File: config.mk
export PLATFORM = sky130hd
export DESIGN_NAME = multicycle_control
export DESIGN_NICKNAME = d
export VERILOG_FILES = /design/src/rtl/mips_ctrl_pkg.sv /design/src/rtl/ctrl_output_decode.sv /design/src/rtl/multicycle_control.sv
export SDC_FILE = /design/constraint.sdc
export NUM_CORES = 1
export LEC_CHECK = 0
export CAP_MARGIN = 20
export CORE_ASPECT_RATIO = 1.4
export CORE_UTILIZATION = 45
export CTS_BUF_LIST = sky130_fd_sc_hd__clkbuf_8
export CTS_CLUSTER_SIZE = 16
export DETAILED_ROUTE_END_ITERATION = 6
export MAX_ROUTING_LAYER = met4
export PLACE_DENSITY = 0.76
export SLEW_MARGIN = 40
export SYNTH_ARGS = -nofsm -noshare
export SYNTH_HDL_FRONTEND = slang
export SYNTH_HIERARCHICAL = 1
export SYNTH_SLANG_ARGS = --single-unit
File: constraint.sdc
create_clock -name clk -period 2.5 [get_ports clk]
set_input_delay 0.25 -clock clk [delete_from_list [all_inputs] [get_ports clk]]
set_output_delay 0.25 -clock clk [all_outputs]
set_load 0.02 [all_outputs]
File: src/rtl/mips_ctrl_pkg.sv
// Shared encodings for the multicycle MIPS control path: FSM states, opcodes,
// ALUOp codes (also decoded by ALUControl) and the packed strobe bundle.
package mips_ctrl_pkg;

    typedef enum logic [3:0] {
        S_FETCH    = 4'd0,
        S_DECODE   = 4'd1,
        S_EXEC_R   = 4'd2,
        S_R_WB     = 4'd3,
        S_EXEC_I   = 4'd4,
        S_I_WB     = 4'd5,
        S_MEM_ADDR = 4'd6,
        S_MEM_RD   = 4'd7,
        S_LW_WB    = 4'd8,
        S_MEM_WR   = 4'd9,
        S_BRANCH   = 4'd10,
        S_JUMP     = 4'd11
    } state_t;

    localparam logic [5:0] OP_RTYPE = 6'b000000;
    localparam logic [5:0] OP_J     = 6'b000010;
    localparam logic [5:0] OP_BEQ   = 6'b000100;
    localparam logic [5:0] OP_BNE   = 6'b000101;
    localparam logic [5:0] OP_ADDI  = 6'b001000;
    localparam logic [5:0] OP_ANDI  = 6'b001100;
    localparam logic [5:0] OP_ORI   = 6'b001101;
    localparam logic [5:0] OP_LUI   = 6'b001111;
    localparam logic [5:0] OP_LW    = 6'b100011;
    localparam logic [5:0] OP_SW    = 6'b101011;

    localparam logic [2:0] ALU_AND   = 3'b000;
    localparam logic [2:0] ALU_OR    = 3'b001;
    localparam logic [2:0] ALU_SUB   = 3'b010;
    localparam logic [2:0] ALU_ADD   = 3'b100;
    localparam logic [2:0] ALU_LUI   = 3'b101;
    localparam logic [2:0] ALU_RTYPE = 3'b111;

    typedef struct packed {
        logic       pc_write;
        logic       ior_d;
        logic       mem_read;
        logic       mem_write;
        logic       ir_write;
        logic       reg_dst;
        logic       mem_to_reg;
        logic       reg_write;
        logic       alu_src_a;
        logic [1:0] alu_src_b;
        logic [1:0] pc_source;
        logic [2:0] alu_op;
        logic       illegal;
    } ctrl_t;

    localparam int CTRL_W = $bits(ctrl_t);

    function automatic logic legal_opcode(input logic [5:0] op);
        case (op)
            OP_RTYPE, OP_J, OP_BEQ, OP_BNE, OP_ADDI,
            OP_ANDI, OP_ORI, OP_LUI, OP_LW, OP_SW: return 1'b1;
            default:                               return 1'b0;
        endcase
    endfunction

    // AND, OR, NOR, ADD, SUB, SLL, SRL
    function automatic logic legal_funct(input logic [5:0] fn);
        case (fn)
            6'b100100, 6'b100101, 6'b100111, 6'b100000,
            6'b100010, 6'b000000, 6'b000010: return 1'b1;
            default:                         return 1'b0;
        endcase
    endfunction

    function automatic logic [2:0] imm_alu_op(input logic [5:0] op);
        case (op)
            OP_ANDI: return ALU_AND;
            OP_ORI:  return ALU_OR;
            OP_LUI:  return ALU_LUI;
            default: return ALU_ADD;
        endcase
    endfunction

endpackage

File: src/rtl/ctrl_output_decode.sv
// Combinational strobe decode from the registered state; the instruction
// fields come straight from the IR, so they are stable for the whole instruction.
module ctrl_output_decode
    import mips_ctrl_pkg::*;
(
    input  logic [3:0]        state,
    input  logic [5:0]        opcode,
    input  logic [5:0]        funct,
    input  logic              mem_ready,
    input  logic              zero,
    output logic [CTRL_W-1:0] ctrl
);

    state_t st;
    ctrl_t  c;

    assign st = state_t'(state);

    always_comb begin
        c        = '0;
        c.alu_op = ALU_ADD;
        case (st)
            S_FETCH: begin
                c.mem_read  = 1'b1;
                c.alu_src_b = 2'b01;
                c.ir_write  = mem_ready;
                c.pc_write  = mem_ready;
            end
            S_DECODE: begin
                c.alu_src_b = 2'b11;
                c.illegal   = ~legal_opcode(opcode);
            end
            S_EXEC_R: begin
                c.alu_src_a = 1'b1;
                c.alu_op    = ALU_RTYPE;
                c.illegal   = ~legal_funct(funct);
            end
            S_R_WB: begin
                c.reg_dst   = 1'b1;
                c.reg_write = 1'b1;
            end
            S_EXEC_I: begin
                c.alu_src_a = 1'b1;
                c.alu_src_b = 2'b10;
                c.alu_op    = imm_alu_op(opcode);
            end
            S_I_WB: begin
                c.reg_write = 1'b1;
                c.alu_op    = imm_alu_op(opcode);
            end
            S_MEM_ADDR: begin
                c.alu_src_a = 1'b1;
                c.alu_src_b = 2'b10;
            end
            S_MEM_RD: begin
                c.ior_d    = 1'b1;
                c.mem_read = 1'b1;
            end
            S_LW_WB: begin
                c.mem_to_reg = 1'b1;
                c.reg_write  = 1'b1;
            end
            S_MEM_WR: begin
                c.ior_d     = 1'b1;
                c.mem_write = 1'b1;
            end
            S_BRANCH: begin
                c.alu_src_a = 1'b1;
                c.alu_op    = ALU_SUB;
                c.pc_source = 2'b01;
                c.pc_write  = (opcode == OP_BNE) ? ~zero : zero;
            end
            S_JUMP: begin
                c.pc_source = 2'b10;
                c.pc_write  = 1'b1;
            end
            default: ;
        endcase
    end

    assign ctrl = c;

endmodule

File: src/rtl/multicycle_control.sv
// Multicycle MIPS main-control FSM: state register, next-state logic and the
// retired-instruction counter; strobes come from ctrl_output_decode.
module multicycle_control
    import mips_ctrl_pkg::*;
#(
    parameter int CNT_WIDTH = 32
) (
    input  logic                 clk,
    input  logic                 reset,
    input  logic [5:0]           Opcode,
    input  logic [5:0]           Funct,
    input  logic                 Zero,
    input  logic                 MemReady,
    output logic                 PCWrite,
    output logic                 IorD,
    output logic                 MemRead,
    output logic                 MemWrite,
    output logic                 IRWrite,
    output logic                 RegDst,
    output logic                 MemtoReg,
    output logic                 RegWrite,
    output logic                 ALUSrcA,
    output logic [1:0]           ALUSrcB,
    output logic [1:0]           PCSource,
    output logic [2:0]           ALUOp,
    output logic                 Illegal,
    output logic [CNT_WIDTH-1:0] RetiredCount
);

    state_t              state, state_next;
    logic                retire;
    logic [CTRL_W-1:0]   dec_bits;
    ctrl_t               ctrl;
    logic [CNT_WIDTH-1:0] count;

    ctrl_output_decode u_decode (
        .state     (state),
        .opcode    (Opcode),
        .funct     (Funct),
        .mem_ready (MemReady),
        .zero      (Zero),
        .ctrl      (dec_bits)
    );

    // Strobes are forced quiet while reset is held, not just after it lands in FETCH.
    always_comb begin
        ctrl = ctrl_t'(dec_bits);
        if (reset) begin
            ctrl        = '0;
            ctrl.alu_op = ALU_ADD;
        end
    end

    always_ff @(posedge clk or posedge reset) begin
        if (reset) state <= S_FETCH;
        else       state <= state_next;
    end

    always_comb begin
        state_next = state;
        retire     = 1'b0;
        case (state)
            S_FETCH:  if (MemReady) state_next = S_DECODE;
            S_DECODE: begin
                case (Opcode)
                    OP_RTYPE:                          state_next = S_EXEC_R;
                    OP_ADDI, OP_ANDI, OP_ORI, OP_LUI:  state_next = S_EXEC_I;
                    OP_LW, OP_SW:                      state_next = S_MEM_ADDR;
                    OP_BEQ, OP_BNE:                    state_next = S_BRANCH;
                    OP_J:                              state_next = S_JUMP;
                    default:                           state_next = S_FETCH;
                endcase
            end
            S_EXEC_R:   state_next = legal_funct(Funct) ? S_R_WB : S_FETCH;
            S_EXEC_I:   state_next = S_I_WB;
            S_MEM_ADDR: state_next = (Opcode == OP_LW) ? S_MEM_RD : S_MEM_WR;
            S_MEM_RD:   if (MemReady) state_next = S_LW_WB;
            S_MEM_WR: begin
                if (MemReady) begin
                    state_next = S_FETCH;
                    retire     = 1'b1;
                end
            end
            S_R_WB, S_I_WB, S_LW_WB, S_BRANCH, S_JUMP: begin
                state_next = S_FETCH;
                retire     = 1'b1;
            end
            default: state_next = S_FETCH;
        endcase
    end

    always_ff @(posedge clk or posedge reset) begin
        if (reset)       count <= '0;
        else if (retire) count <= count + 1'b1;
    end

    assign PCWrite      = ctrl.pc_write;
    assign IorD         = ctrl.ior_d;
    assign MemRead      = ctrl.mem_read;
    assign MemWrite     = ctrl.mem_write;
    assign IRWrite      = ctrl.ir_write;
    assign RegDst       = ctrl.reg_dst;
    assign MemtoReg     = ctrl.mem_to_reg;
    assign RegWrite     = ctrl.reg_write;
    assign ALUSrcA      = ctrl.alu_src_a;
    assign ALUSrcB      = ctrl.alu_src_b;
    assign PCSource     = ctrl.pc_source;
    assign ALUOp        = ctrl.alu_op;
    assign Illegal      = ctrl.illegal;
    assign RetiredCount = count;

endmodule

==> flow_metrics.env, run 1 <==
export IMPL_synth_most_common_cell="dfrtp_1"
export IMPL_netlist_area_mm2=0.002369
export IMPL_synthCells=258
export IMPL_ctsResizeCount=5
export IMPL_firstDrtPassIters=4
export IMPL_boundaryPins=65
export IMPL_slew_headroom_pct=61.74
export IMPL_startpoint_type="input port"
export IMPL_hp_class="register to register"
export IMPL_drc=0
export IMPL_fmax_mhz=418.6
export IMPL_die_area_mm2=0.005562
export IMPL_setup_viol=0
export IMPL_yosysSeqAreaShare_pct=38.03
export IMPL_die_w_um=63.32
export IMPL_postSynthNetCount=275
export IMPL_grt_use_total_pct=20.42
export IMPL_crit_fanout=4
export IMPL_start_util_pct=47.80
export IMPL_finalCriticalPeriod_ns=2.389
export IMPL_p_leak_nw=1.401
export IMPL_yosys_top_cells_count="dfrtp_1 (36), xnor2_1 (27), nor2_1 (22), nor2b_1 (20), nand2_1 (19)"
export IMPL_port_buffers=64
export IMPL_core_area_mm2=0.004955
export IMPL_avgSynthCellArea_um2=9.180
export IMPL_place_hpwl_um=3995
export IMPL_num_antenna_cells=0
export IMPL_nets=354
export IMPL_tightestPinTransition_ns=0.5722
export IMPL_routed_wirelength_um=5218
export IMPL_finalClockSkew_ns=0.008628
export IMPL_fin_util_pct=66.74
export IMPL_clock_sinks=36
export IMPL_maxCapViolCount=0
export IMPL_cts_buffers=5
export IMPL_syn_to_final_growth_pct=39.62
export IMPL_cts_path_max_buffers=2
export IMPL_rr_startpoint="state[0]"
export IMPL_cts_setup_buffers=0
export IMPL_ctsHoldBuffers=0
export IMPL_ant_nets=0
export IMPL_critPathRequiredTime_ns=2.25
export IMPL_path_clk_slew_ns=0.07
export IMPL_layout_cells_non_filler=402
export IMPL_drive_above_1_share_pct=13.61
export IMPL_vias=2128
export IMPL_avgViaCountPerCell=5.294
export IMPL_slew_viol_final=0
export IMPL_ir_drop_mv=0.2963
export IMPL_criticalPathCategory="input port to output pin"
export IMPL_outcome="finished clean"
export IMPL_clk_latency_ns=0.29
export IMPL_fin_ws_ns=0.1113
export IMPL_dp_slack_ns=-0.1803
export IMPL_die_height_um=87.84
export IMPL_synth_seq_cells=36
export IMPL_yosys_top_cells_area="dfrtp_1 (38%), xnor2_1 (10%), nor2b_1 (5.3%)"
export IMPL_cp_startpoint="Opcode[2]"
export IMPL_placed_area_mm2=0.003179
export IMPL_synth_edff_count=0
export IMPL_place_inst=394
export IMPL_clock_root_buffer="clkbuf_8"
export IMPL_antenna_found_initial=0
export IMPL_ys_warn_count=6
export IMPL_gp_congestion=0.9130
export IMPL_fin_crit_sh_pct=95.55
export IMPL_design_area_mm2=0.003307
export IMPL_grt_pass1_wl_um=8735
export IMPL_grt_pass1_vias=2022
export IMPL_grt_max_degree=28
export IMPL_hp_start="RetiredCount[31]"
export IMPL_pwr_density_cell_mw_per_mm2=599.2
export IMPL_async_flop_share_pct=100.0
export IMPL_synth_cell_types=61
export IMPL_h_tree_depth=2
export IMPL_cts_tree="built"
export IMPL_drt_iter0_drc=109
export IMPL_synth_top_area_cell="dfrtp_1"
export IMPL_hold_viol=0
export IMPL_yosysTopAreaCellShare_pct=38.03
export IMPL_overflow=0
export IMPL_grt_setup_unrepaired="false"
export IMPL_cp_end_kind="output pin"
export IMPL_avgRoutedWirePerCell_um=12.98
export IMPL_rows=30
export IMPL_cp_arrival_ns=2.14
export IMPL_ys_flop_type="dfrtp_1"
sequential cells by signal (all words and copies together) (netlist names):
name          flops
RetiredCount     32
state             4
cell type report:
class | count | area, µm²
Fill cell | 422 | 1648
Clock inverter | 3 | 38.79
Clock buffer | 5 | 68.82
Multi-Input combinational cell | 204 | 1401
Inverter | 9 | 33.78
Tap cell | 64 | 80.08
Timing Repair Buffer | 81 | 782.0
Sequential cell | 36 | 902.1
critical path, cell delays in order:
cell             delay [ns]
clkdlybuf4s50_1        0.47
or3b_4                 0.41
o31a_1                 0.30
o311ai_2               0.21
nand2b_1               0.07
nor2b_1                0.13
clkdlybuf4s15_1        0.30
cells by family after synthesis:
group | Yosys count | synth area share (%)
AND/OR/NAND/NOR | 133 | 33.76
flip-flops | 36 | 38.03
AO/OA/AOI/OAI | 35 | 10.94
XOR/XNOR | 32 | 11.83
buffers and inverters | 18 | 3.538
multiplexers | 2 | 0.9508
adder cells (fa/ha/maj) | 2 | 0.9508
stage by stage:
stage | TNS (ns) | power [mW] | hold slack [ns]
floorplan | 0 | 1.198 | 0.4394
global placement | -0.3722 | 1.476 | 0.4589
detailed placement | -0.4248 | 1.488 | 0.4633
CTS | 0 | 1.985 | 0.4776
global route | 0 | 2.094 | 0.5113
finish | 0 | 1.982 | 0.4700
per-layer routing:
| layer | track usage [%] | up-vias | part of all wire, % |
|---|---|---|---|
| li1 | - | 1073 | - |
| met1 | 21.03 | 994 | 42 |
| met2 | 37.73 | 49 | 53 |
| met3 | 3.516 | 12 | 3.0 |
| met4 | 9.091 | 0 | 2.6 |
| met5 | - | - | 0 |
path summary, 6_finish.rpt:
check / end / slack [ns] / depth (start not counted)
setup / recovery: PCWrite / 0.11 / 7
hold / removal: RetiredCount[31] / 0.47 / 1
setup reg to reg: RetiredCount[7] / 0.46 / 6
hold reg to reg: RetiredCount[31] / 0.47 / 1
max in group asynchronous: state[0] / 1.29 / 3
min in group asynchronous: RetiredCount[10] / 0.71 / 2
cells in the final DEF (no fill, tap or decap), types with 3 or more instances in the layout:
cell and instances:
nand2b_1 10, clkdlybuf4s50_1 57, o31ai_1 3, dfrtp_1 35
o21ai_0 8, nor3_2 3, inv_1 9, and2_1 3
nor2_1 22, nand4_1 8, and3_1 4, buf_4 16
xor2_1 5, clkbuf_8 5, dlymetal6s2s_1 3, xnor2_1 27
nor2b_1 20, nand2_1 19, a31oi_1 3, a21oi_1 3
nand3_1 17
report_power, final:
| part | total (mW) | switching, mW | internal [mW] |
|---|---|---|---|
| clock | 0.493 | 0.201 | 0.292 |
| sequential | 0.730 | 0.0885 | 0.641 |
| combinational | 0.759 | 0.396 | 0.363 |
Power figures use the tool's default switching activity.
==> run 2: changes to the inputs <==
--- a/config.mk
+++ b/config.mk
@@ -5,7 +5,6 @@
 export SDC_FILE = /design/constraint.sdc
 export NUM_CORES = 1
 export LEC_CHECK = 0
-export CAP_MARGIN = 20
 export CORE_ASPECT_RATIO = 1.4
 export CORE_UTILIZATION = 45
 export CTS_BUF_LIST = sky130_fd_sc_hd__clkbuf_8
==> results of run 2 <==
No change in the layout: final DEF, timing and power equal those of run 1.
==> run 3: changes to the inputs <==
--- a/config.mk
+++ b/config.mk
@@ -12,7 +12,6 @@
 export DETAILED_ROUTE_END_ITERATION = 6
 export MAX_ROUTING_LAYER = met4
 export PLACE_DENSITY = 0.76
-export SLEW_MARGIN = 40
 export SYNTH_ARGS = -nofsm -noshare
 export SYNTH_HDL_FRONTEND = slang
 export SYNTH_HIERARCHICAL = 1
==> constraint.sdc (replaced) <==
create_clock -name clk -period 2.5 [get_ports clk]
set_input_delay 0.25 -clock clk [delete_from_list [all_inputs] [get_ports clk]]
set_output_delay 0.25 -clock clk [all_outputs]
set_load 0.1 [all_outputs]
==> flow_metrics.env, run 3 (synthesis gave the netlist of run 1 again) <==
export IMPL_cts_path_max_buffers=2
export IMPL_cts_setup_buffers=0
export IMPL_place_inst=392
export IMPL_core_area_mm2=0.004955
export IMPL_crit_chain="inv_1 > nand2_1 > or3b_2 > o32a_2 > or2_2 > buf_12"
export IMPL_grt_setup_unrepaired="false"
export IMPL_fillers=435
export IMPL_clk_latency_ns=0.29
export IMPL_critical_path_max_stage_delay_ns=0.50
export IMPL_grt_use_total_pct=21.88
export IMPL_drc=0
export IMPL_avgViaCountPerCell=5.376
export IMPL_cpMaxStageDelayCell="or3b_2"
export IMPL_place_hpwl_um=4416
export IMPL_cts_buffers=5
export IMPL_path_clk_slew_ns=0.07
export IMPL_reg2reg_to="RetiredCount[16]"
export IMPL_setup_viol=0
export IMPL_rows=30
export IMPL_rr_startpoint="state[2]"
export IMPL_rrSetupSlack_ns=0.43
export IMPL_criticalPathCategory="register to output pin"
export IMPL_avgRoutedWirePerCell_um=13.79
export IMPL_largest_reg_flops=32
export IMPL_final_common_cell="buf_4"
export IMPL_clock_sinks=36
export IMPL_cts_tree="built"
export IMPL_crit_fanout=2
export IMPL_grt_pass1_vias=2093
export IMPL_cp_end_kind="output pin"
export IMPL_drive_above_1_share_pct=29.55
export IMPL_grt_max_degree=23
export IMPL_hp_class="register to register"
export IMPL_p_leak_nw=1.456
export IMPL_maxCapViolCount=0
export IMPL_ctsResizeCount=0
export IMPL_port_buffers=64
export IMPL_pwr_density_cell_mw_per_mm2=732.1
export IMPL_routed_wirelength_um=5502
export IMPL_nets=352
export IMPL_ir_drop_mv=0.3370
export IMPL_ant_nets=0
export IMPL_reg2reg_depth=5
export IMPL_startpoint_type="register"
export IMPL_vias=2145
export IMPL_finalSetupTns_ns=0
export IMPL_die_area_mm2=0.005562
export IMPL_hold_depth=1
export IMPL_critPathRequiredTime_ns=2.25
export IMPL_h_tree_depth=2
export IMPL_slew_headroom_pct=71.88
export IMPL_syn_to_final_growth_pct=42.10
export IMPL_firstDrtPassIters=4
export IMPL_die_height_um=87.84
export IMPL_finalCriticalPeriod_ns=2.383
export IMPL_regArea_um2=900.9
export IMPL_grt_pass1_wl_um=9301
export IMPL_outcome="finished clean"
export IMPL_gp_congestion=0.8976
export IMPL_start_util_pct=47.80
export IMPL_final_cell_mix="buf_4 (47), dfrtp_1 (36), xnor2_1 (27)"
export IMPL_drt_iter0_drc=107
export IMPL_fmax_mhz=419.6
export IMPL_layout_cells_non_filler=399
export IMPL_ctsHoldBuffers=0
export IMPL_boundaryPins=65
export IMPL_finalClockSkew_ns=0.003303
export IMPL_num_antenna_cells=0
export IMPL_die_w_um=63.32
export IMPL_multiInputGateArea_mm2=0.001411
export IMPL_antenna_found_initial=0
export IMPL_hold_viol=0
export IMPL_clock_root_buffer="clkbuf_8"
export IMPL_tightestPinTransition_ns=0.4218
export IMPL_whs_endpoint="RetiredCount[31]"
export IMPL_overflow=0
export IMPL_hp_start="RetiredCount[31]"
export IMPL_cp_arrival_ns=2.13
export IMPL_slew_viol_final=0
export IMPL_fin_crit_sh_pct=95.33
-- run 3: layer usage --
metal / GRT usage [%] / share of wire (%) / up-vias
met5: - / 0 / -
met4: 8.471 / 1.7 / 0
met3: 3.125 / 2.7 / 9
met2: 42.13 / 57 / 43
met1: 22.03 / 39 / 1033
li1: - / - / 1060
-- run 3: critical path, delay by kind of cell, from the launching register on --
family                 cells  cell delay (ns)
AO/OA/AOI/OAI              1             0.33
buffers and inverters      2             0.25
AND/OR/NAND/NOR            3             0.89
flip-flops                 1             0.37
-- run 3: per-stage QoR --
| step | worst slack [ns] | hold slack (ns) | instance area (µm²) | total power, mW | util, % |
|---|---|---|---|---|---|
| after global routing | 0.008947 | 0.5008 | 3366 | 2.574 | 67.93 |
| after floorplan | 0.003276 | 0.4394 | 2396 | 1.667 | - |
| after detailed placement | 0.1137 | 0.4671 | 3269 | 2.042 | 65.98 |
| final | 0.1169 | 0.4722 | 3366 | 2.464 | 67.93 |
| after global placement | 0.2077 | 0.4616 | 3269 | 2.018 | 65.98 |
| after CTS | 0.1092 | 0.4772 | 3366 | 2.484 | 67.93 |
-- run 3: worst max path at each step --
stage	from	to	slack (ns)	cells after the start
floorplan	RetiredCount[8]	RetiredCount[22]	0.003	6
global placement	Opcode[2]	PCWrite	0.21	7
detailed placement	MemReady	RetiredCount[16]	0.11	6
CTS	state[3]	ALUOp[2]	0.11	6
global route	Opcode[2]	Illegal	0.009	8
finish	state[3]	ALUOp[2]	0.12	6
-- run 3: final cells by class --
class                      instances  share of cell area (%)
inverter                           9                   1.004
tap                               64                   2.379
timing repair buffer              79                   25.06
clock buffer                       7                   2.862
sequential                        36                   26.77
multi-input combinational        204                   41.93
-- run 3: where the power goes --
part           total (mW)  switching [mW]  internal (mW)
combinational        1.32           0.901          0.424
sequential          0.702          0.0624          0.640
clock               0.437           0.192          0.245
total                2.46            1.16           1.31
